## src/rtl/add_result_buffer.sv

```systemverilog
// add_result_buffer: downstream stage of the pipelined N-bit adder.
// Tracks launched operand pairs through a LAT-deep valid delay line and
// captures {add_cout, add_s} when each result emerges from the adder. It
// buffers the results in a DEPTH-entry FIFO and hands them to the consumer.
// Launches are throttled with in_ready so that a capture never meets a
// full FIFO.
//
// Optional feature macro: ADD_RESULT_BUFFER_STATS_EN
//   When defined, the block adds stall_cnt[15:0] and res_cnt[15:0].
//   stall_cnt counts cycles with in_valid=1 and in_ready=0.
//   res_cnt counts pops.
//
// Handshake semantics (both sides):
//   - A transfer happens on a rising clk edge when valid and ready are both 1.
//     This gives launch = in_valid & in_ready and pop = out_valid & out_ready.
//   - in_ready and out_valid are functions of registered state only.
//   - in_ready never depends combinationally on in_valid or out_ready.
//   - out_data is held stable while out_valid=1 and out_ready=0.

module add_result_buffer #(
    parameter int N     = 32,
    parameter int LAT   = 2,
    parameter int DEPTH = 4
) (
    input  logic                       clk,
    input  logic                       rst_n,
    input  logic                       in_valid,
    output logic                       in_ready,
    input  logic [N-1:0]               add_s,
    input  logic                       add_cout,
    output logic                       out_valid,
    input  logic                       out_ready,
    output logic [N:0]                 out_data,
    output logic [$clog2(DEPTH+1)-1:0] level
`ifdef ADD_RESULT_BUFFER_STATS_EN
    ,
    output logic [15:0]                stall_cnt,
    output logic [15:0]                res_cnt
`endif
);

    // Widths: PW = FIFO pointer, LW = occupancy, CW = occupancy plus in-flight credits.
    localparam int PW = $clog2(DEPTH);
    localparam int LW = $clog2(DEPTH + 1);
    localparam int CW = $clog2(DEPTH + LAT + 1);

    // Valid delay line. Bit i is set when a launch happened i+1 edges ago.
    logic [LAT-1:0] vld_pipe;
    logic [LAT-1:0] vld_next;

    // FIFO storage and pointers.
    logic [N:0]     mem [DEPTH];
    logic [PW-1:0]  wr_ptr;
    logic [PW-1:0]  rd_ptr;

    // Per-cycle events and next-state values.
    logic           launch;
    logic           capture;
    logic           pop;
    logic [LW-1:0]  level_next;
    logic [CW-1:0]  inflight_next;
    logic [CW-1:0]  credit_sum;
    logic           in_ready_next;

    // Outputs taken straight from registered state.
    assign out_valid = (level != '0);
    assign out_data  = mem[rd_ptr];

    // Derive handshake events, next delay line, next level and next credit state.
    always_comb begin
        launch  = in_valid & in_ready;
        capture = vld_pipe[LAT-1];
        pop     = out_valid & out_ready;

        vld_next    = '0;
        vld_next[0] = launch;
        for (int i = 1; i < LAT; i++) begin
            vld_next[i] = vld_pipe[i-1];
        end

        level_next = level;
        case ({capture, pop})
            2'b10:   level_next = level + LW'(1);
            2'b01:   level_next = level - LW'(1);
            default: level_next = level;
        endcase

        inflight_next = '0;
        for (int i = 0; i < LAT; i++) begin
            inflight_next = inflight_next + CW'(vld_next[i]);
        end

        // Every in-flight launch already owns a FIFO slot. A new launch is
        // allowed only while an unclaimed slot remains after this edge.
        credit_sum    = CW'(level_next) + inflight_next;
        in_ready_next = (credit_sum < CW'(DEPTH));
    end

    // Shift the launch bit through the delay line and register the credit decision.
    always_ff @(posedge clk or negedge rst_n) begin
        if (!rst_n) begin
            vld_pipe <= '0;
            in_ready <= 1'b1;
        end else begin
            vld_pipe <= vld_next;
            in_ready <= in_ready_next;
        end
    end

    // FIFO write on capture, read-pointer advance on pop, and exact occupancy tracking.
    always_ff @(posedge clk or negedge rst_n) begin
        if (!rst_n) begin
            for (int i = 0; i < DEPTH; i++) begin
                mem[i] <= '0;
            end
            wr_ptr <= '0;
            rd_ptr <= '0;
            level  <= '0;
        end else begin
            if (capture) begin
                mem[wr_ptr] <= {add_cout, add_s};
                wr_ptr      <= wr_ptr + PW'(1);
            end
            if (pop) begin
                rd_ptr <= rd_ptr + PW'(1);
            end
            level <= level_next;
        end
    end

`ifdef ADD_RESULT_BUFFER_STATS_EN
    // Count stalled launch attempts and accepted results. Both counters wrap at 16 bits.
    always_ff @(posedge clk or negedge rst_n) begin
        if (!rst_n) begin
            stall_cnt <= '0;
            res_cnt   <= '0;
        end else begin
            if (in_valid && !in_ready) begin
                stall_cnt <= stall_cnt + 16'd1;
            end
            if (pop) begin
                res_cnt <= res_cnt + 16'd1;
            end
        end
    end
`else
`endif

`ifndef SYNTHESIS
    // A capture into a full FIFO without a same-cycle pop would lose a result.
    assert property (@(posedge clk) disable iff (!rst_n)
        !(capture && (level == LW'(DEPTH)) && !pop))
        else $error("add_result_buffer: capture into full FIFO");
`endif

endmodule

```

## config.mk

```make
export PLATFORM = sky130hd
export DESIGN_NAME = add_result_buffer
export DESIGN_NICKNAME = d
export VERILOG_FILES = /design/src/rtl/add_result_buffer.sv
export SDC_FILE = /design/constraint.sdc
export NUM_CORES = 1
export LEC_CHECK = 0
export ABC_AREA = 1
export CORE_AREA = 2 2 117 119
export CTS_CLUSTER_DIAMETER = 150
export DETAILED_ROUTE_END_ITERATION = 8
export DIE_AREA = 0 0 119 121
export PLACE_DENSITY = 0.69
export SLEW_MARGIN = 20
export SYNTH_ARGS = -nofsm -noshare
export SYNTH_HDL_FRONTEND = slang
export SYNTH_SLANG_ARGS = --single-unit
```

## constraint.sdc

```tcl
create_clock -name clk -period 2.4 [get_ports clk]
set_input_delay 0.36 -clock clk [delete_from_list [all_inputs] [get_ports clk]]
set_output_delay 0.36 -clock clk [all_outputs]
set_load 0.02 [all_outputs]
```

Yosys cells after proc, flatten, opt, wreduce, memory -nomap -nowiden --
Cells that the tools add are included.
Cells by class: multipliers 0, reductions and logical operators 2, $add $sub $neg 6, divide/modulo/power cells 0, shifts and indexed selects 0, magnitude comparators 4, multiplexer cells 7, equal/unequal tests 2, bitwise operators 4
Operators with widths (number):
- $bwmux W132 | 1
- $mux W33 | 3
- $bmux W33 S2 | 1
- $demux W33 S2 | 1
- $ge A3 B3 Y1 const B | 2
- $not A2 Y3 | 2
- $pmux W3 S2 | 1
- $add A2 B1 Y2 const B | 2
- $add A3 B1 Y3 const B | 1
- $add A3 B2 Y3 | 1
- $lt A3 B1 Y1 const B | 1
- $lt A3 B3 Y1 const B | 1
- $reduce_bool A3 Y1 | 1
- $sub A3 B1 Y3 const B | 1
- $add A1 B1 Y2 | 1
- $and A1 B1 Y1 | 2
- $eq A2 B1 Y1 const B | 1
- $eq A2 B2 Y1 const B | 1
- $logic_and A1 B1 Y1 | 1
Storage, ports and cells: memories 0, register bits 142, bits in latches 0, input port bits 37, memory bits (read-only) 0, memory bits (writable) 0, output and inout bits 38

Longest topological paths before layout --
Gate-level depths: netlist (run 1).
depth after elaboration 6, mapped depth 14

Least setup slack after synthesis (run 1) --
OpenSTA, ideal clock, no wires.
path kind register to register, start point reg level[0], end point reg in_ready, cell stages (with the launch flop) 14, period minus slack after synthesis 2.257 ns, data required time 2.324 ns, arrival time 2.182 ns, buffers on the path 1, setup slack 0.143 ns, cell sequence dfrtp_1 inv_1 nand3_2 and2_1 buf_2 ha_1 xnor2_1 ha_1 nand2_1 inv_1 o21ai_0 inv_1 nand2_1 nand2_1
On the way: cells in the longest elaborated chain, start to end 6, elaborated cells on any way between the ends 9, those cells by class add/sub: 3; order compare: 1; eq/ne: 2; mux: 1; bitwise: 1; reduce/logical: 1
Ends and longest elaborated chain:
- from (decl) | RTL line 34 | output logic [$clog2(DEPTH+1)-1:0] level
- from (signal assigned) | RTL line 127 | level <= level_next;
- $reduce_bool A3 Y1 * | RTL line 66 | assign out_valid = (level != '0);
- via out_valid | RTL line 31 | output logic out_valid,
- $and A1 B1 Y1 * | RTL line 73 | pop = out_valid & out_ready;
- via pop | RTL line 59 | logic pop;
- $eq A2 B1 Y1 / $eq A2 B2 Y1 (equally long branches) | RTL line 82 | case ({capture, pop})
- $pmux W3 S2 * | RTL line 82
- via level_next[0] | RTL line 60 | logic [LW-1:0] level_next;
- $add A3 B2 Y3 * | RTL line 95 | credit_sum = CW'(level_next) + inflight_next;
- $lt A3 B3 Y1 * | RTL line 96 | in_ready_next = (credit_sum < CW'(DEPTH));
- via in_ready_next | RTL line 63 | logic in_ready_next;
- to (signal assigned) | RTL line 106 | in_ready <= in_ready_next;
- to (decl) | RTL line 28 | output logic in_ready,
The timed path passes the listed nets; every way through them passes the cells marked *. A chain may end at the register's enable or synchronous reset.

Final worst setup path (run 1) --
start point reg rd_ptr[0], end point out out_data[24]
On the way: cells in the longest elaborated chain, start to end 4
Ends and longest elaborated chain:
- from (decl) | RTL line 54 | logic [PW-1:0] rd_ptr;
- from (signal assigned) | RTL line 125 | rd_ptr <= rd_ptr + PW'(1);
- $not A2 Y3 (not written as such) | RTL line 67 | assign out_data = mem[rd_ptr];
- $bmux W33 S2 | RTL line 67
- $mux W33 (not written as such) (2 in a row) | RTL line 67
- to (decl) | RTL line 33 | output logic [N:0] out_data,
No other way between the ends. The select of a mux whose other input is x is not followed.

==> run_results.csv, run 1 <==
group,metric,value,unit
status,outcome,"completed",
global_routing,grt_antenna_before_repair,0,
logic_synthesis,xor_xnor_share_of_the_synthesized_area,0.004086,
detailed_routing,route.final.wire_length,14610,µm
sta,fmax,440.9,MHz
clock_tree,clock_path_buffers,2,
die,ioPinCount,75,
detailed_routing,first_pass_iters,5,
run,max_cap_violations,0,
final_layout,area_growth,20.53,%
detailed_routing,route.detailed.vias_per_inst,5.330,
global_routing,grt_overflow,0,
global_routing,global_routing_met3_resource_utilization,0.05733,
setup_path,criticalPathCategory,"reg -> out",
power,total_leakage_power,3.717,nW
sta,drv_slew,0,
clock_tree,tritoncts.num_buffers,17,
power,pwr_density_cell,1594,mW/mm²
clock_tree,tritoncts,"yes",
sta,timing.final.setup_violations,0,
clock_tree,cts.htree.levels,4,
global_routing,grt_usage,0.2150,
sta,setup_slack,0.1321,ns
min_path,min_path_cells,0,
detailed_routing,final_antenna_net_count,0,
logic_synthesis,synth_nets,749,
sta,clock_skew,0.007380,ns
setup_path,r2r_cells,12,
global_routing,groute.layer.met2.usage,0.3614,
logic_synthesis,synth_adder_area_share,0.01479,
setup_path,timing.critical_path.to_type,"primary output",
logic_synthesis,yosysSeqAreaShare,0.5527,
sta,whs,0.3870,ns
placement,dpl_worst_slack,0.07797,ns
logic_synthesis,syn_inst,705,
logic_synthesis,synth_simple_gate_area_frac,0.1360,
global_routing,first_pass_grt_wire_length,24410,µm
logic_synthesis,synth.top_cell.area_share,0.5486,
logic_synthesis,post_synth.cell_area_avg,9.122,µm²
final_layout,most-common-layout-cells,"nand2_1 (145), dfrtp_1 (140), o21ai_0 (132)",
setup_path,critical_path_peak_fanout,25,
sta,worst-slew-pin-transition,0.7730,ns
die,die_area,0.01440,mm²
logic_synthesis,yosysWarnings,0,
power,swShare,0.3940,
setup_path,regToRegSetupSlack,0.23,ns
global_routing,grt.busiest_layer,"met2",
sta,grt_setup_unrepaired,"no",
min_path,hp-class,"reg -> reg",
clock_tree,clkSinkCount,142,
placement,numPortBuffers,74,
logic_synthesis,ys_seq_elements,142,
sta,finalWorstPathRequiredPeriod,2.268,ns
die,fp-row-count,42,
setup_path,crit-reg2reg-capture,"in_ready",
power,power.share.sequential,0.345,
die,start_util,0.4915,
global_routing,grt_start_max_net_pins,67,
final_layout,final_layout_size_suffix_gt1_frac,0.09897,
die,chipHeight,121,µm
sta,max_slew_margin,0.4842,
global_routing,grt_pass1_vias,5101,
sta,hold_viol_final,0,
detailed_routing,detail_route.drc_violations,0,
final_layout,final_net_count,809,
clock_tree,worst_setup_hold_path_clk_slew,0.06,ns
die,area_of_the_core,0.01309,mm²
final_layout,layout.cells.most_common,"nand2_1",
logic_synthesis,synth.area.top_cells,"dfrtp_1 (55%), o21ai_0 (10%), nand2_1 (8.5%)",
final_layout,antenna_cells_inserted,0,
min_path,hp-start,"vld_pipe[0]",
power,share_comb_of_total_power,0.425,
power,vdd_ir_drop_max,0.6963,mV
logic_synthesis,synth_compound_area_frac,0.1996,
detailed_routing,drt-initial-drc-count,495,
power,p_sw,0.004868,W
clock_tree,clkLatencyLatePin,0.42,ns
logic_synthesis,synth_cell_type_count,25,
die,die-width,119,µm
detailed_routing,vias,5085,
global_routing,grt_use_met1,0.2690,
min_path,timing.hold.worst_endpoint,"vld_pipe[1]",
setup_path,r2r_start,"level[0]",
placement,gpl.final_weighted_congestion,0.7815,
logic_synthesis,synth_largest_area_cell,"dfrtp_1",
power,intPower,0.007488,W
sta,fin_setup_tns,0,ns
clock_tree,cts_setup_buffers,0,
logic_synthesis,synth_top_family_by_area,"compound AO/OA/AOI/OAI gates",
power,share_clk_of_total_power,0.230,
logic_synthesis,yosys-mux-area-fraction,0,
detailed_routing,route.detailed.wl_per_inst,15.31,µm
placement,dp.final_hpwl,8620,µm
setup_path,critical_path.startpoint_type,"flop",
setup_path,worst-endpoint-required,2.04,ns
logic_synthesis,post_synth_instance_area,0.006431,mm²
sta,timing.final.crit_share,0.9449,
clock_tree,cts_root_buffer,"clkbuf_16",
setup_path,worst-endpoint-arrival,1.91,ns
## cell usage after synthesis
cell type,number
and2_1,1
inv_4,1
nor2_1,66
dfstp_2,1
nand2_1,145
buf_6,27
buf_2,11
dfrtp_1,141
o21ai_1,50
clkbuf_2,2
o21ai_0,132
ha_1,6
fa_1,1
nand4_1,1
inv_1,45
buf_4,2
o22ai_1,33
nand3_1,3
clkbuf_1,9
o21ai_2,19
xnor2_1,1
nand3_2,1
nand2_4,4
inv_2,1
xor2_1,2
## how the worst max path moves through the flow
stage | start | to | slack [ns]
after detailed placement | out_ready | in_ready | 0.08
after CTS | rd_ptr[0] | out_data[19] | 0.06
after global placement | out_ready | in_ready | 0.19
after global routing | rd_ptr[0] | out_data[0] | 0.007
after floorplan | level[0] | in_ready | 0.14
final | rd_ptr[0] | out_data[24] | 0.13
## flip-flops by register name, indices dropped and copies added (netlist names)
name      count
wr_ptr        2
mem         132
vld_pipe      2
rd_ptr        2
level         3
in_ready      1
## through the flow
stage	power, W	cell area (µm²)	utilization	cells
2_1_floorplan	0.007955	6431	-	705
3_5_place_dp	0.009891	7129	0.5448	921
3_3_place_gp	0.009682	7129	0.5448	921
5_1_grt	0.01326	7751	0.5924	954
4_1_cts	0.01246	7754	0.5926	954
6_report	0.01236	7751	0.5924	954
## power by group through the flow
stage | Combinational (W) | Clock [W] | Sequential, W
floorplan | 0.00382 | 0 | 0.00413
global placement | 0.00547 | 0 | 0.00421
detailed placement | 0.00562 | 0 | 0.00427
CTS | 0.00530 | 0.00290 | 0.00426
global route | 0.00587 | 0.00300 | 0.00438
finish | 0.00525 | 0.00284 | 0.00426
## timing repair
action / in CTS / in global routing
gates resized for setup: 38 / 3
hold endpoints to repair: 48 / 0
hold buffers: 1 / 0
endpoints found under the setup margin: 33 / 2
## worst max-delay path: stages, from the launching register on
cell           delay (ns)
dfrtp_2              0.45
inv_6                0.20
buf_4                0.20
o21ai_0              0.08
o22ai_1              0.19
dlygate4sd2_1        0.37
## kinds of logic (layout without fill, tap and decap cells)
group	Yosys count	after routing
buffers and inverters	98	171
AO/OA/AOI/OAI	234	234
XOR/XNOR	3	3
AND/OR/NAND/NOR	221	221
flip-flops	142	142
adder cells (fa/ha/maj)	7	7
## routing by layer
metal / up-vias / routed length, µm
li1: 2451 / -
met1: 2487 / 6433
met2: 125 / 7208
met3: 22 / 714
met4: 0 / 255
met5: - / 0
## layout make-up
| cell class | instances | area, µm² |
|---|---|---|
| timing repair buffer | 92 | 872.1 |
| clock inverter | 12 | 192.7 |
| sequential | 142 | 3556 |
| multi-input combinational | 465 | 2280 |
| clock buffer | 20 | 446.7 |
| fill | 1111 | 5334 |
| inverter | 47 | 183.9 |
| tap | 176 | 220.2 |
Power figures use the tool's default switching activity.
==> run 2, diff against run 1 <==
Settings changed: CAP_MARGIN set to 15, CORE_AREA 2 2 117 119 to 5 5 120 122, DIE_AREA 0 0 119 121 to 0 0 125 127.
==> run_results.csv, run 2 (synthesized netlist as in run 1, its figures left out) <==
group,metric,value,unit
status,outcome,"completed",
global_routing,grt_antenna_before_repair,0,
clock_tree,cts_root_buffer,"clkbuf_16",
power,intPower,0.007353,W
global_routing,grt_overflow,0,
sta,drv_slew,0,
die,area_of_the_core,0.01309,mm²
sta,timing.final.setup_violations,0,
setup_path,r2r_start,"level[0]",
die,die-width,125,µm
detailed_routing,first_pass_iters,5,
sta,clock_skew,0.007666,ns
die,start_util,0.4915,
clock_tree,clock_path_buffers,2,
setup_path,worst-endpoint-arrival,1.91,ns
placement,dp.final_hpwl,9026,µm
clock_tree,cts.htree.levels,4,
detailed_routing,route.detailed.vias_per_inst,5.284,
setup_path,critical_path_peak_fanout,22,
final_layout,largest_register_ffs,132,
setup_path,crit_start,"rd_ptr[0]",
detailed_routing,drt-initial-drc-count,385,
clock_tree,tritoncts,"yes",
setup_path,worst_path_dominant_cell_family,"buffers and inverters",
setup_path,timing.critical_path.to_type,"primary output",
power,pwr_density_cell,1578,mW/mm²
die,chipHeight,127,µm
global_routing,grt_usage,0.1946,
final_layout,area_growth,20.58,%
detailed_routing,detail_route.drc_violations,0,
final_layout,largestRegisters,"mem (132), level (3)",
power,share_clk_of_total_power,0.215,
final_layout,layout.cells.most_common,"nand2_1",
sta,timing.final.crit_share,0.9449,
clock_tree,clkLatencyLatePin,0.42,ns
power,share_comb_of_total_power,0.437,
final_layout,num-fill-cells,1135,
final_layout,final_net_count,810,
detailed_routing,route.detailed.wl_per_inst,15.38,µm
final_layout,final_layout_size_suffix_gt1_frac,0.1027,
final_layout,most-common-layout-cells,"nand2_1 (145), dfrtp_1 (140), o21ai_0 (132)",
power,power.share.sequential,0.348,
sta,max_slew_margin,0.4859,
final_layout,largest-register,"mem",
detailed_routing,vias,5046,
min_path,hp-class,"reg -> reg",
setup_path,worst-path-buf-inv,3,
die,ioPinCount,75,
sta,finalWorstPathRequiredPeriod,2.268,ns
global_routing,first_pass_grt_wire_length,25360,µm
global_routing,grt_pass1_vias,5105,
power,swShare,0.3991,
sta,hold_viol_final,0,
setup_path,criticalPathCategory,"reg -> out",
power,total_leakage_power,3.741,nW
sta,whs,0.3871,ns
die,fp-row-count,42,
placement,numPortBuffers,74,
global_routing,grt_start_max_net_pins,67,
power,vdd_ir_drop_max,0.7093,mV
min_path,hp-start,"vld_pipe[0]",
setup_path,worst-endpoint-required,2.04,ns
power,total_power,0.01224,W
final_layout,antenna_cells_inserted,0,
clock_tree,tritoncts.num_buffers,17,
placement,gpl.final_weighted_congestion,0.7887,
die,die_area,0.01588,mm²
clock_tree,worst_setup_hold_path_clk_slew,0.06,ns
sta,worst-slew-pin-transition,0.7712,ns
setup_path,critical_path.startpoint_type,"flop",
setup_path,path_cells,"inv_6 -> buf_12 -> o21ai_0 -> o22ai_1 -> dlygate4sd2_1",
run,max_cap_violations,0,
setup_path,slowest_delay,0.49,ns
clock_tree,clkSinkCount,142,
detailed_routing,route.final.wire_length,14690,µm
power,p_sw,0.004883,W
detailed_routing,final_antenna_net_count,0,
sta,grt_setup_unrepaired,"no",
setup_path,timing.critical_path.slowest_stage_cell,"dfrtp_2",
final_layout,layout.core_utilization,0.5927,
sta,fmax,440.9,MHz
## run 2: cell types whose count changed in the layout (fill, tap and decap cells not counted), sizes merged
cell           before  now
buf                18   19
bufinv              5    2
clkbuf             21   22
clkdlybuf4s15       1    0
clkinvlp            3    4
dlygate4sd2        31   30
dlymetal6s2s        0    3
## run 2: what timing repair did
action / in CTS / in global routing
setup endpoints to repair: 33 / 5
hold buffers: 1 / 0
gates resized for setup: 32 / 6
hold endpoints to repair: 41 / 0
setup buffers: 0 / 0
## run 2: layout make-up
class / count / area, µm² / area share
inverter: 47 / 181.4 / 0.02339
tap: 176 / 220.2 / 0.02840
sequential: 142 / 3556 / 0.4585
timing repair buffer: 93 / 905.9 / 0.1168
clock inverter: 10 / 110.1 / 0.01420
clock buffer: 22 / 494.2 / 0.06373
multi-input combinational: 465 / 2287 / 0.2949
## run 2: power by group through the flow
stage	combinational, W	clock, W	sequential (W)
after floorplan	0.00382	0	0.00413
after global placement	0.00555	0	0.00422
after detailed placement	0.00569	0	0.00427
after CTS	0.00540	0.00267	0.00425
after global routing	0.00596	0.00278	0.00442
final	0.00534	0.00263	0.00426
## run 2: routing by layer
layer,up-vias,part of all wire,GRT usage
met3,16,0.049,0.04591
met4,0,0.014,0.05931
met2,128,0.49,0.3265
met1,2453,0.45,0.2536
met5,-,0,0
li1,2449,-,-
## run 2: worst register-to-register path, stage by stage (launching register included)
cell and delay [ns]:
dfrtp_1 0.42, inv_1 0.14, nand3_2 0.10, and2_1 0.16, ha_1 0.20, inv_1 0.09
fa_1 0.42, o21ai_0 0.24, o21ai_0 0.16, inv_1 0.08, nand2_1 0.05, nand2_1 0.06
## run 2: path summary, 6_finish.rpt
kind | endpoint | slack (ns) | cells past startpoint
max | out_data[26] | 0.13 | 5
min | vld_pipe[1] | 0.39 | 0
max reg2reg | in_ready | 0.23 | 11
min reg2reg | vld_pipe[1] | 0.39 | 0
max in group asynchronous | vld_pipe[1] | 1.24 | 3
min in group asynchronous | mem[113] | 0.44 | 2
## run 2: through the flow
step	setup TNS [ns]	cell area, µm²	worst slack [ns]	instances
6_report	0	7755	0.1321	955
4_1_cts	-0.2103	7732	-0.08107	955
5_1_grt	0	7755	0.02267	955
3_3_place_gp	0	7149	0.1667	922
2_1_floorplan	0	6431	0.1427	705
3_5_place_dp	0	7149	0.1070	922
==> run 3, diff against run 2 <==
Settings changed: CTS_CLUSTER_SIZE set to 16, TNS_END_PERCENT set to 100.
==> results of run 3 <==
Same layout as run 2: the final DEF is identical, and so are final timing and power.
